**src/rtl/nq_pkg.sv**
```systemverilog
// Shared NanoQuarter definitions: opcode/funct encodings, stage state encoding
// and default widths.
package nq_pkg;

  localparam int DATA_W_DEF = 16;
  localparam int ADDR_W_DEF = 16;

  // {op, funct} encodings as produced by the ALU stage.
  typedef logic [4:0] opf_t;
  localparam opf_t OPF_NAND = 5'b00_000;
  localparam opf_t OPF_ADD  = 5'b00_101;
  localparam opf_t OPF_SUB  = 5'b00_110;
  localparam opf_t OPF_XOR  = 5'b00_111;
  localparam opf_t OPF_LW   = 5'b01_100;
  localparam opf_t OPF_SW   = 5'b01_101;

  typedef enum logic {
    ST_IDLE = 1'b0,
    ST_MEM  = 1'b1
  } state_t;

  function automatic logic is_mem_op(input logic [1:0] op, input logic [2:0] funct);
    return ({op, funct} == OPF_LW) || ({op, funct} == OPF_SW);
  endfunction

endpackage

```
**src/rtl/nq_mem_fsm.sv**
```systemverilog
// Request/acknowledge state machine for the memory stage. The optional watchdog
// counter is built only when MEM_TIMEOUT_EN is defined.
module nq_mem_fsm
  import nq_pkg::*;
#(
  parameter int TIMEOUT = 15
) (
  input  logic clk,
  input  logic rst,
  input  logic start,
  input  logic ack,
  output logic busy,
  output logic done,
  output logic expire,
  output logic err
);

  if (TIMEOUT < 1) begin : g_bad_timeout
    $error("nq_mem_fsm: TIMEOUT must be at least 1");
  end

  state_t state;

  // mem_req is this flop directly, so it is glitch-free and registered.
  assign busy = (state == ST_MEM);
  // An ack outside the MEM state never completes anything.
  assign done = busy && ack;

`ifdef MEM_TIMEOUT_EN
  localparam int CNT_W = $clog2(TIMEOUT + 1);
  logic [CNT_W-1:0] cnt;

  // cnt holds (request cycles so far - 1); an ack on the last cycle still wins.
  assign expire = busy && !ack && (cnt == CNT_W'(TIMEOUT - 1));

  always_ff @(posedge clk) begin
    if (rst) begin
      cnt <= '0;
    end else if (start) begin
      cnt <= '0;
    end else if (busy) begin
      cnt <= cnt + 1'b1;
    end
  end
`else
  assign expire = 1'b0;
`endif

  // NOTE: sequential state uses non-blocking assignments so every flop samples
  // pre-edge values regardless of statement order.
  always_ff @(posedge clk) begin
    if (rst) begin
      state <= ST_IDLE;
      err   <= 1'b0;
    end else begin
      err <= expire;
      case (state)
        ST_IDLE: if (start)           state <= ST_MEM;
        ST_MEM:  if (done || expire)  state <= ST_IDLE;
        default:                      state <= ST_IDLE;
      endcase
    end
  end

endmodule

```
**src/rtl/mem_stage.sv**
```systemverilog
// NanoQuarter memory stage: pipeline registers, LW/SW request outputs and the
// writeback mux. Define MEM_TIMEOUT_EN to enable the request watchdog.
module mem_stage
  import nq_pkg::*;
#(
  parameter int DATA_W  = DATA_W_DEF,
  parameter int ADDR_W  = ADDR_W_DEF,
  parameter int RD_W    = 3,
  parameter int TIMEOUT = 15
) (
  input  logic              clk,
  input  logic              rst,
  input  logic              ex_valid,
  output logic              ex_ready,
  input  logic [1:0]        ex_op,
  input  logic [2:0]        ex_funct,
  input  logic [DATA_W-1:0] ex_aluout,
  input  logic [ADDR_W-1:0] ex_addr,
  input  logic [RD_W-1:0]   ex_rd,
  input  logic              ex_wen,
  output logic              mem_req,
  output logic              mem_we,
  output logic [ADDR_W-1:0] mem_addr,
  output logic [DATA_W-1:0] mem_wdata,
  input  logic [DATA_W-1:0] mem_rdata,
  input  logic              mem_ack,
  output logic              wb_valid,
  output logic              wb_wen,
  output logic [RD_W-1:0]   wb_rd,
  output logic [DATA_W-1:0] wb_data,
  output logic              mem_err
);

  logic busy, done, expire, accept, mem_op;
  logic [RD_W-1:0] pend_rd;
  logic            pend_wen;

  assign ex_ready = !busy;
  assign mem_req  = busy;
  assign accept   = ex_valid && ex_ready;
  assign mem_op   = is_mem_op(ex_op, ex_funct);

  nq_mem_fsm #(.TIMEOUT(TIMEOUT)) u_fsm (
    .clk    (clk),
    .rst    (rst),
    .start  (accept && mem_op),
    .ack    (mem_ack),
    .busy   (busy),
    .done   (done),
    .expire (expire),
    .err    (mem_err)
  );

  always_ff @(posedge clk) begin
    if (rst) begin
      mem_we    <= 1'b0;
      mem_addr  <= '0;
      mem_wdata <= '0;
      pend_rd   <= '0;
      pend_wen  <= 1'b0;
      wb_valid  <= 1'b0;
      wb_wen    <= 1'b0;
      wb_rd     <= '0;
      wb_data   <= '0;
    end else begin
      wb_valid <= 1'b0;
      wb_wen   <= 1'b0;
      if (accept && !mem_op) begin
        wb_valid <= 1'b1;
        wb_wen   <= ex_wen;
        wb_rd    <= ex_rd;
        wb_data  <= ex_aluout;
      end else if (accept) begin
        mem_we    <= ({ex_op, ex_funct} == OPF_SW);
        mem_addr  <= ex_addr;
        mem_wdata <= ex_aluout;
        pend_rd   <= ex_rd;
        pend_wen  <= ex_wen;
      end
      // Request registers are only reloaded on accept, so they stay stable
      // for the whole MEM residency.
      if (done) begin
        wb_valid <= 1'b1;
        wb_wen   <= pend_wen && !mem_we;
        wb_rd    <= pend_rd;
        wb_data  <= mem_we ? mem_wdata : mem_rdata;
      end else if (expire) begin
        wb_valid <= 1'b1;
        wb_wen   <= 1'b0;
        wb_rd    <= pend_rd;
        wb_data  <= '0;
      end
    end
  end

endmodule

```
**config.mk**
```make
export PLATFORM = sky130hd
export DESIGN_NAME = mem_stage
export DESIGN_NICKNAME = d
export VERILOG_FILES = /design/src/rtl/nq_pkg.sv /design/src/rtl/nq_mem_fsm.sv /design/src/rtl/mem_stage.sv
export SDC_FILE = /design/constraint.sdc
export NUM_CORES = 1
export LEC_CHECK = 0
export BUFFER_PORTS_ARGS = -buffer_cell sky130_fd_sc_hd__buf_2
export CAP_MARGIN = 20
export CORE_ASPECT_RATIO = 1.4
export CORE_MARGIN = 8
export CORE_UTILIZATION = 45
export CTS_CLUSTER_SIZE = 24
export DETAILED_ROUTE_END_ITERATION = 8
export PLACE_DENSITY_LB_ADDON = 0.1
export SLEW_MARGIN = 20
export SYNTH_ARGS = -nofsm -noshare
export SYNTH_HDL_FRONTEND = slang
export SYNTH_SLANG_ARGS = --single-unit
export TNS_END_PERCENT = 1
```
**constraint.sdc**
```tcl
create_clock -name clk -period 1.9 [get_ports clk]
set_clock_uncertainty 0.2 [all_clocks]
set_input_delay 0 -clock clk [delete_from_list [all_inputs] [get_ports clk]]
set_output_delay 0 -clock clk [all_outputs]
set_load 0.05 [all_outputs]
```
Word-level counts from Yosys, hierarchy flattened. Index checks and enable logic that the tools add are counted.

Flip-flop bits (word level): 59. Input bits: 61. Word-level logic and storage cells: 37.

Equality and inequality tests: 2. Muxes and demuxes: 12. Bitwise gates (word level): 2. Reduce and logical (&&, ||, !) cells: 11.

Operator list (number): two-way mux 16 bit (3); == test 5 x 4 -> 1 bit, second input constant (2); two-way mux 1 bit (6); two-way mux 3 bit (2); logical AND 1 bit (5); logical NOT 1 bit (3); inverter 1 bit (2); case mux 1 bit (2 select lines) (1); AND reduction 2 bit (1); nonzero test 2 bit (1); logical OR 1 bit (1).

Logic depth before layout (Yosys ltp). Gate-level depths: netlist of run 1.

Depth after elaboration: 6. Mapped depth: 6. Mapped depth without buffers: 3.

Modules after synthesis. A second synthesis of run 1 with hierarchy kept.

Cell total of the unflattened synthesis: 316. Area, all modules: 2770.2 um^2.

By module, submodules not included: mem_stage (times used 1, cells an instance 308, area an instance 2702.6 um^2, sequential area each 1161.1 um^2); nq_mem_fsm (times used 1, cells an instance 8, area an instance 67.6 um^2, sequential area each 20.0 um^2).

Worst setup path before layout of run 1. OpenSTA, ideal clock, no wires.

Kind: register -> register. From: register mem_we. To: register wb_data[8]. Library setup time: 0.131 ns. Arrival: 1.435 ns. Required time: 1.569 ns. Setup slack: 0.135 ns. Stages on the path, launching flop included: 5. Path buffers: 1. Cells stage by stage: dfxtp_1 > clkbuf_1 > and2b_1 > a211oi_1 > a311oi_1.

Word-level cells in the longest chain between the ends: 2.

Ends and longest elaborated chain: start, declared (line mem_stage.sv:22) `output logic mem_we,`; start signal, assigned (line mem_stage.sv:74) `mem_we <= ({ex_op, ex_funct} == OPF_SW);`; two-way mux 16 bit (line mem_stage.sv:86) `wb_data <= mem_we ? mem_wdata : mem_rdata;`; two-way mux 16 bit (line mem_stage.sv:82) `if (done) begin`; end signal, assigned (line mem_stage.sv:72) `wb_data <= ex_aluout;`; end signal, assigned (line mem_stage.sv:86); end, declared (line mem_stage.sv:30) `output logic [DATA_W-1:0] wb_data,`.

No other way between the ends. A chain may end at the register's enable or synchronous reset.

Worst setup path after layout of run 1.
From: register u_fsm.state, in the netlist u_fsm.busy. To: register wb_wen.

Word-level cells in the longest chain between the ends: 5.

Ends and longest elaborated chain: start, declared (line nq_mem_fsm.sv:22) `state_t state;`; start signal, assigned (line nq_mem_fsm.sv:53) `state <= ST_IDLE;`; start signal, assigned (line nq_mem_fsm.sv:58) `ST_IDLE: if (start) state <= ST_MEM;`; start signal, assigned (line nq_mem_fsm.sv:59) `ST_MEM: if (done || expire) state <= ST_IDLE;`; logical NOT 1 bit (line mem_stage.sv:38) `assign ex_ready = !busy;`; logical AND 1 bit (line mem_stage.sv:40) `assign accept = ex_valid && ex_ready;`; logical AND 1 bit (line mem_stage.sv:68) `if (accept && !mem_op) begin`; two-way mux 1 bit (line mem_stage.sv:68); two-way mux 1 bit * (line mem_stage.sv:82); end signal, assigned (line mem_stage.sv:70) `wb_wen <= ex_wen;`; end signal, assigned (line mem_stage.sv:84) `wb_wen <= pend_wen && !mem_we;`; end, declared (line mem_stage.sv:28) `output logic wb_wen,`.

Mark *: on every way between the ends. The rest lies on a longest branch, timed or not.

==> impl_results.md, run 1 <==
* Layout cells sized above 1 at 0.310
* Core Area at 5820 sq um
* Die X at 81.3 um
* Clock Latency Late Sink at around 0.34 ns
* Final count of negative-setup-slack endpoints at 0
* Post-synthesis sequential area ratio at 0.439
* Drt first pass iters at 5
* Via density at approximately 5.5
* RSZ-0062 raised after global routing: false
* Pin count of the biggest net entering global routing at 58
* Final Wtd Congestion at roughly 0.73
* Via count at 2,970
* Port bufs at 116
* Flop-to-flop setup slack at 0.10 ns
* DRT iter0 DRCs at 196
* LEAKAGE at roughly 1.7 nW
* Setup TNS Final at 0 ns
* Commonest non-fill, non-tap cells in the layout: buf_2 (116), dfxtp_1 (59), nand3_1 (57)
* Yosys warning total at 0
* Data required time of the worst path at 1.99 ns
* Fin. Hold Viols at 0
* Antenna cells at 0
* Setup repair bufs after CTS at 0
* CP Class: register to register
* Syn Inst Count at 316
* Mapped cell area at between 2000 and 3000 sq um
* Clock net sink count at 59
* First-pass GRT wire length at 14,300 um
* Root buffer cell: clkbuf_8
* Area Overhead vs Synth at 49.0%
* Synth unique cells at 24
* Nets at 530
* Startpoint types: register
* Slew HR at 0.661
* HPWL after detailed placement at 5510 um
* Pre-CTS setup slack at 0.342 ns
* Max Cap Viol at 0
* Worst VDD drop at 557 uV
* Longest Clk Path Bufs at 2
* Vias in the first global route at 2,956
* Area contributors post-synth: dfxtp_1 (44%), nand3_1 (11%), o21ai_0 (7.4%)
* Avg WL per Cell at 16.6 um
* Worst Max-Slew Pin Slew at 0.508 ns
* Worst min-delay path class: input pin to register
* Overall power at 2.84 mW
* Final wirelength at 9040 um
* Overall global routing resource usage at 0.206
* Status: complete, no violations
* I/O Pins at 118
* Post-route antenna net violation count at 0
* Synth area leader: dfxtp_1
* Fmax at ~560 MHz
* CTS Buf Count at 9
* Commonest non-fill, non-tap cell in the layout: buf_2
* Yosys reg bits at slightly below 60
* Share of the synthesized area in the top cell type at 0.439
* Remaining DRCs at 0
* Starting Density at 0.462
* Final min period at 1.80 ns
* Grt total ovfl at 0
* Die height at 107 um
* Row count at 33
* Period utilization at 0.946
* Mean post-synth cell area at between 8 and 9 sq um
* Hold_ws at 0.0454 ns
* Power density over the cells at between 700 and 800 nW/um^2
* Worst Slack Setup Final at 0.103 ns
* Clk slew on worst S/H paths at roughly 0.070 ns
* CTS tree: yes
* Syn nets at ~380
* Crit-path max FO at 27
* Max Slew Vio Count at 0
* Initial antenna violation count at 0
* Die ar. at approximately 8700 sq um
* Worst Setup End Kind: register
* H-Tree Depth at 3
* WP data arrival at 1.89 ns
==> power by group <==
group / internal [mW] / total (mW) / switching (mW)
Sequential: 1.27 / 1.29 / 0.0198
Combinational: 0.215 / 0.525 / 0.310
Clock: 0.477 / 1.02 / 0.538
==> Yosys cell counts <==
library cell and instances:
conb_1 1, a311oi_2 1, clkbuf_1 13, and4bb_4 1
buf_6 7, a2bb2oi_1 1, dfxtp_1 59, o21ai_0 40
o21ai_1 16, nand2b_1 1, nor2_1 4, buf_2 9
a211oi_1 16, nand4bb_4 1, and2b_1 3, a21oi_1 39
inv_1 1, nor2b_1 14, nand3_1 57, nand2_1 2
a311oi_1 18, clkbuf_2 4, nand4b_1 1, buf_4 7
==> critical path: stages, from the launching register on <==
cell and delay, ns:
dfxtp_1 0.37, nor2b_4 0.18, buf_8 0.21, nand3_1 0.10
a21oi_1 0.13, dlygate4sd3_1 0.56
==> per-stage QoR <==
step	instance area, sq um	util	instances
floorplan	2690	-	316
global placement	3260	0.560	472
detailed placement	3260	0.560	472
CTS	4000	0.686	544
global route	4000	0.688	544
finish	4000	0.688	544
==> per-layer routing <==
metal  GRT usage  vias up  part of all wire
li1            -     1474                 -
met1       0.231     1379              0.38
met2       0.346      100              0.52
met5           0        -                 0
met3      0.0627       17             0.075
met4      0.0872        0             0.022
==> registers in the layout, summed over array words and instances (netlist names), 3 cells and up <==
name       flops
mem_addr      16
mem_wdata     16
wb_data       16
pend_rd        3
wb_rd          3
==> layout make-up <==
cell class	instances	area [sq um]
clock buffers	9	124
clock inverters	7	53.8
fillers	494	1820
inverters	1	3.75
multi-input cells	216	1270
flip-flops and latches	59	1180
well taps	70	87.6
repair buffers	182	1290
==> logic make-up after synthesis <==
family	after synthesis	share of synthesized area
compound gates	131	0.289
buf+inv	41	0.0926
flops	59	0.439
other cells	1	0.00140
simple gates	84	0.177
==> what timing repair did <==
action                     CTS  global route
gates resized for setup      0             2
hold buffers                56             0
setup endpoints to repair    0             1
hold endpoints to repair    59             0
==> path summary, 6_finish.rpt <==
kind,start,endpoint,cells after the start
worst max register to register,u_fsm.busy,wb_wen,5
worst max-delay path,u_fsm.busy,wb_wen,5
worst min-delay path,ex_valid,wb_valid,5
worst min register to register,mem_addr[7],mem_addr[7],2
No activity file was read; power rests on OpenSTA's default activity.
==> inputs of run 2 (changes only) <==
--- a/config.mk
+++ b/config.mk
@@ -8,7 +8,7 @@
 export BUFFER_PORTS_ARGS = -buffer_cell sky130_fd_sc_hd__buf_2
 export CAP_MARGIN = 20
 export CORE_ASPECT_RATIO = 1.4
-export CORE_MARGIN = 8
+export CORE_MARGIN = 5
 export CORE_UTILIZATION = 45
 export CTS_CLUSTER_SIZE = 24
 export DETAILED_ROUTE_END_ITERATION = 8
==> run 2 against run 1 <==
Clock-buffer cell count is the same; design area grew 2.7%; die area shrank 13%; hold slack lost 0.030 ns.
==> impl_results.md, run 2 (synthesis gave the netlist of run 1 again) <==
* Nets at 534 (+0.75%)
* Final Cell Area at 4110 sq um (+2.7%)
* Final count of negative-setup-slack endpoints at 0 (unchanged)
* Psw at 851 uW (-2.1%)
* Overall power at 3.08 mW (+8.7%)
* Worst r2r src: u_fsm.busy
* Worst min-delay path class: input pin to register
* Commonest non-fill, non-tap cell in the layout: buf_2
* Via count at 3,009 (+1.3%)
* Post-route antenna net violation count at 0 (unchanged)
* Fin. Hold Viols at 0 (unchanged)
* Row count at 33 (unchanged)
* Crit path depth at 5 (unchanged)
* Clock share of power at 0.407 (+0.049)
* Multi-input logic area at 1270 sq um (+0.39%)
* Worst Slack Setup Final at 0.0901 ns (-0.0133 ns)
* Crit-path most repeated cell: dlygate4sd3_1
* CP bufs+invs at 4 (+2)
* Worst Setup End Kind: register
* Layout cells sized above 1 at 0.312 (+0.00159)
* Clk slew on worst S/H paths at 0.07 ns (about the same)
* Pin count of the biggest net entering global routing at 59 (+1.7%)
* Longest Clk Path Bufs at 2 (unchanged)
* Remaining DRCs at 0 (unchanged)
* Period utilization at 0.953 (+0.00697)
* Placed cells at 473 (+0.21%)
* Root buffer cell: clkbuf_8
* Clock Latency Late Sink at 0.34 ns (about the same)
* Placed Area at 3290 sq um (+1.0%)
* Final min period at 1.81 ns (+0.0133 ns)
* # fillers at 473 (-4.3%)
* Grt total ovfl at 0 (unchanged)
* DRT iter0 DRCs at 296 (+51%)
* Flop-to-flop setup slack at 0.10 ns (about the same)
* Commonest non-fill, non-tap cells in the layout: buf_2 (116), dfxtp_1 (59), dlygate4sd3_1 (58)
* Power density over the cells at 749 nW/um^2 (+5.8%)
* Antenna cells at 0 (unchanged)
* RR Endpoint: mem_addr[4]
* Data required time of the worst path at 1.92 ns (-0.07 ns)
* Initial antenna violation count at 0 (unchanged)
* Via density at 5.49 (+0.57%)
* Reg power frac at 0.420 (-0.036)
* Die X at 75.3 um (-7.4%)
* Top Registers: mem_addr (16), mem_wdata (16), wb_data (16)
* Max Slew Vio Count at 0 (unchanged)
* Hold EP: wb_data[14]
* CTS tree: yes
* H-Tree Depth at 3 (unchanged)
* Crit-path max FO at 38 (+41%)
* Worst hold start: mem_rdata[14]
* RSZ-0062 raised after global routing: false
* Starting Density at 0.462 (unchanged)
* Hold_ws at 0.0156 ns (-0.0298 ns)
* WP data arrival at 1.83 ns (-0.06 ns)
* Area Overhead vs Synth at 53.0%
* Max Cap Viol at 0 (unchanged)
* Cell family with the largest share of critical-path delay: buffers and inverters
* Fmax at 553 MHz (-0.73%)
* Die height at 101 um (-5.6%)
* Startpoint types: input pin
* CP Class: input pin to register
* Port bufs at 116 (unchanged)
* Internal power at 2.23 mW (+13%)
* Setup TNS Final at 0 ns (unchanged)
* Final Wtd Congestion at 0.773 (+5.3%)
* Combinational Power Share at 0.173 (-0.012)
* HPWL after detailed placement at 5030 um (-8.7%)
* Fin cells at 548 (+0.74%)
* First-pass GRT wire length at 13,600 um (-5.0%)
* Clock net sink count at 59 (unchanged)
* R2R cell count at 5 (unchanged)
* Final Core Density at 0.706 (+0.0187)
* Core Area at 5820 sq um (unchanged)
* Final wirelength at 8630 um (-4.6%)
* Status: complete, no violations
* Die ar. at 7640 sq um (-13%)
* Pre-CTS setup slack at 0.281 ns (-0.0608 ns)
* CTS Buf Count at 9 (unchanged)
* Drt first pass iters at 4 (-1)
* Overall global routing resource usage at 0.227 (+0.0211)
* Avg WL per Cell at 15.7 um (-5.3%)
* I/O Pins at 118 (unchanged)
* LEAKAGE at 1.72 nW (+3.6%)
* Worst path cell trace: dlygate4sd3_1, buf_2, buf_12, a21oi_1, dlygate4sd3_1
* Worst path max stage delay at 0.58 ns (+0.02 ns)
* Vias in the first global route at 2,894 (-2.1%)
* Critical path's slowest cell: dlygate4sd3_1
* Reg area at 1180 sq um (unchanged)
* Worst VDD drop at 555 uV (-0.36%)
* Hold path depth at 4 (-1)
* Sw frac at 0.276 (-0.0303)
run 2: cell types whose count changed in the layout (fill, tap and decap cells not counted), sizes merged:
cell	change
buf	+2
bufinv	+2
clkinv	-1
dlygate4sd3	+2
inv	-1
run 2: cell type report:
cell class,count,area share
clock inverters,7,0.0225
multi-input cells,216,0.309
clock buffers,9,0.0301
repair buffers,186,0.329
inverters,1,0.000913
flip-flops and latches,59,0.287
well taps,70,0.0213
run 2: worst reg2reg max path: cells and delay by family, from the launching register on:
family	cells	cell delay [ns]
simple gates	2	0.26
compound gates	1	0.16
flops	1	0.37
buf+inv	2	0.76
run 2: timing repair:
| item | 4_1_cts | 5_1_grt |
|---|---|---|
| buffers inserted | 0 | 1 |
| hold endpoints to repair | 58 | 4 |
| endpoints found under the setup margin | 0 | 3 |
| hold buffers | 57 | 1 |
| resized for setup | 0 | 4 |
run 2: worst max-delay path by stage:
stage	startpoint	end	slack [ns]
after floorplan	mem_we	wb_data[8]	0.13
after global placement	u_fsm.busy	wb_data[13]	0.32
after detailed placement	u_fsm.busy	wb_data[11]	0.28
after CTS	u_fsm.busy	mem_addr[3]	0.05
after global routing	u_fsm.busy	mem_addr[3]	0.03
final	rst	mem_addr[4]	0.09
run 2: power groups by stage:
stage               combinational [mW]  sequential [mW]  clock (mW)
floorplan                        0.162             1.45           0
global placement                 0.428             1.32           0
detailed placement               0.431             1.32           0
CTS                              0.520             1.30        1.27
global route                     0.569             1.30        1.32
finish                           0.533             1.30        1.25
run 2: routing by layer:
metal	part of all wire	GRT usage	vias to the layer above
li1	-	-	1485
met1	0.40	0.265	1401
met2	0.52	0.391	104
met3	0.064	0.0387	19
met4	0.025	0.109	0
met5	0	0	-
==> inputs of run 3 (changes only) <==
--- a/config.mk
+++ b/config.mk
@@ -12,6 +12,7 @@
 export CORE_UTILIZATION = 45
 export CTS_CLUSTER_SIZE = 24
 export DETAILED_ROUTE_END_ITERATION = 8
+export GPL_TIMING_DRIVEN = 0
 export PLACE_DENSITY_LB_ADDON = 0.1
 export SLEW_MARGIN = 20
 export SYNTH_ARGS = -nofsm -noshare
==> run 3 against run 2 <==
First-iteration DRC count down 49%; worst setup slack better by 0.066 ns; sequential cell count unchanged; critical path depth down 1; clock power shrank 16%; wire length increased by 15%; utilization down 0.56 points; largest power group unchanged.
==> impl_results.md, run 3 (synthesis gave the netlist of run 1 again) <==
* Clock Latency Late Sink at 0.35 ns (about the same)
* Clock net sink count at 59 (unchanged)
* Remaining DRCs at 0 (unchanged)
* Data required time of the worst path at 1.92 ns (about the same)
* LEAKAGE at 1.72 nW (+0.51%)
* Die ar. at 7640 sq um (unchanged)
* Initial antenna violation count at 0 (unchanged)
* CTS tree: yes
* Pre-CTS setup slack at 0.189 ns (-0.0921 ns)
* Die X at 75.3 um (unchanged)
* Antenna cells at 0 (unchanged)
* Longest Clk Path Bufs at 2 (unchanged)
* Root buffer cell: clkbuf_8
* Die height at 101 um (unchanged)
* Worst VDD drop at 502 uV (-9.5%)
* Final Wtd Congestion at 0.797 (+3.1%)
* Max Slew Vio Count at 0 (unchanged)
* Grt total ovfl at 0 (unchanged)
* Hold Buf Count CTS at 55 (-3.5%)
* Starting Density at 0.462 (unchanged)
* Slew HR at 0.636
* Final wirelength at 9910 um (+15%)
* Status: complete, no violations
* Core Area at 5820 sq um (unchanged)
* Commonest non-fill, non-tap cell in the layout: buf_2
* H-Tree Depth at 3 (unchanged)
* Clock share of power at 0.364 (-0.043)
* Placed Area at 3350 sq um (+1.8%)
* Post_cts resized at 0 (unchanged)
* I/O Pins at 118 (unchanged)
* Via density at 5.65 (+2.9%)
* Row count at 33 (unchanged)
* Internal power at 2.06 mW (-7.5%)
* First-pass GRT wire length at 15,400 um (+14%)
* Worst Slack Setup Final at 0.156 ns (+0.0659 ns)
* Placed cells at 501 (+5.9%)
* Sw frac at 0.286 (+0.00991)
* Overall global routing resource usage at 0.265 (+0.0380)
* Worst Setup End Kind: register
* Max Cap Viol at 0 (unchanged)
* HPWL after detailed placement at 6480 um (+29%)
* Final min period at 1.74 ns (-0.0659 ns)
* Clk slew on worst S/H paths at 0.06 ns (about the same)
* Final count of negative-setup-slack endpoints at 0 (unchanged)
* Post-route antenna net violation count at 0 (unchanged)
* Combinational Power Share at 0.188 (+0.015)
* RSZ-0062 raised after global routing: false
* Fin cells at 571 (+4.2%)
* Setup repair bufs after CTS at 0 (unchanged)
* Fin. Hold Viols at 0 (unchanged)
* Top Registers: mem_addr (16), mem_wdata (16), wb_data (16)
* Startpoint types: register
* CTS Buf Count at 9 (unchanged)
* DRT iter0 DRCs at 151 (-49%)
* Port bufs at 115 (-0.86%)
* CP Class: register to register
* Area Overhead vs Synth at 51.8%
* Psw at 826 uW (-2.9%)
* Nets at 558 (+4.5%)
* Reg power frac at 0.448 (+0.028)
* Worst min-delay path class: input pin to register
* Final Cell Area at 4080 sq um (-0.79%)
* Power density over the cells at 708 nW/um^2 (-5.5%)
* Via count at 3,227 (+7.2%)
* Crit-path max FO at 10 (-74%)
* Drt first pass iters at 5 (+1)
* Pin count of the biggest net entering global routing at 11 (-81%)
* Vias in the first global route at 3,313 (+14%)
* WP data arrival at 1.76 ns (-0.07 ns)
* Setup TNS Final at 0 ns (unchanged)
* Commonest non-fill, non-tap cells in the layout: buf_2 (124), dfxtp_1 (59), nand3_1 (57)
* Layout cells sized above 1 at 0.317 (+0.00565)
* Period utilization at 0.918 (-0.0347)
* Avg WL per Cell at 17.4 um (+10%)
* Fmax at 573 MHz (+3.8%)
* Worst Max-Slew Pin Slew at 0.546 ns
==> run 3: final cells by class <==
type / instances / area [sq um]
Sequential cell: 59 / 1180
Tap cell: 70 / 87.6
Clock inverter: 2 / 10.0
Clock buffer: 13 / 169
Timing Repair Buffer: 170 / 1130
Inverter: 1 / 3.75
Buffer: 40 / 245
Fill cell: 483 / 1740
Multi-Input combinational cell: 216 / 1260
==> run 3: final timing paths <==
| kind | from | end | slack [ns] | cells after the start |
|---|---|---|---|---|
| worst max-delay path | mem_we | wb_data[8] | 0.16 | 4 |
| worst min-delay path | ex_valid | wb_rd[2] | 0.06 | 5 |
| worst max register to register | mem_we | wb_data[8] | 0.16 | 4 |
| worst min register to register | mem_addr[7] | mem_addr[7] | 0.28 | 2 |
==> run 3: metrics by stage <==
| step | total power [mW] | utilization | hold WS [ns] |
|---|---|---|---|
| 6_report | 2.89 | 0.701 | 0.0634 |
| 5_1_grt | 2.98 | 0.701 | 0.114 |
| 4_1_cts | 2.89 | 0.701 | 0.0556 |
| 3_5_place_dp | 1.77 | 0.576 | 0.0596 |
| 3_3_place_gp | 1.76 | 0.576 | 0.0515 |
| 2_1_floorplan | 1.61 | - | -0.0524 |
==> run 3: power by group through the flow <==
| stage | clock, mW | sequential [mW] | combinational (mW) |
|---|---|---|---|
| finish | 1.05 | 1.30 | 0.543 |
| global route | 1.10 | 1.30 | 0.577 |
| CTS | 1.06 | 1.29 | 0.534 |
| detailed placement | 0 | 1.32 | 0.446 |
| global placement | 0 | 1.32 | 0.442 |
| floorplan | 0 | 1.45 | 0.162 |
==> run 3: per-layer routing <==
layer	vias to the layer above	wire, um	part of all wire	GRT usage
met5	-	0	0	0
met4	0	207	0.021	0.118
met3	20	695	0.070	0.0576
met2	144	5270	0.53	0.477
met1	1536	3740	0.38	0.287
li1	1527	-	-	-
==> run 3: worst max-delay path, stage by stage (launching register included) <==
cell	delay [ns]
dfxtp_1	0.46
clkbuf_1	0.47
and2b_1	0.25
a211oi_1	0.17
a311oi_1	0.07
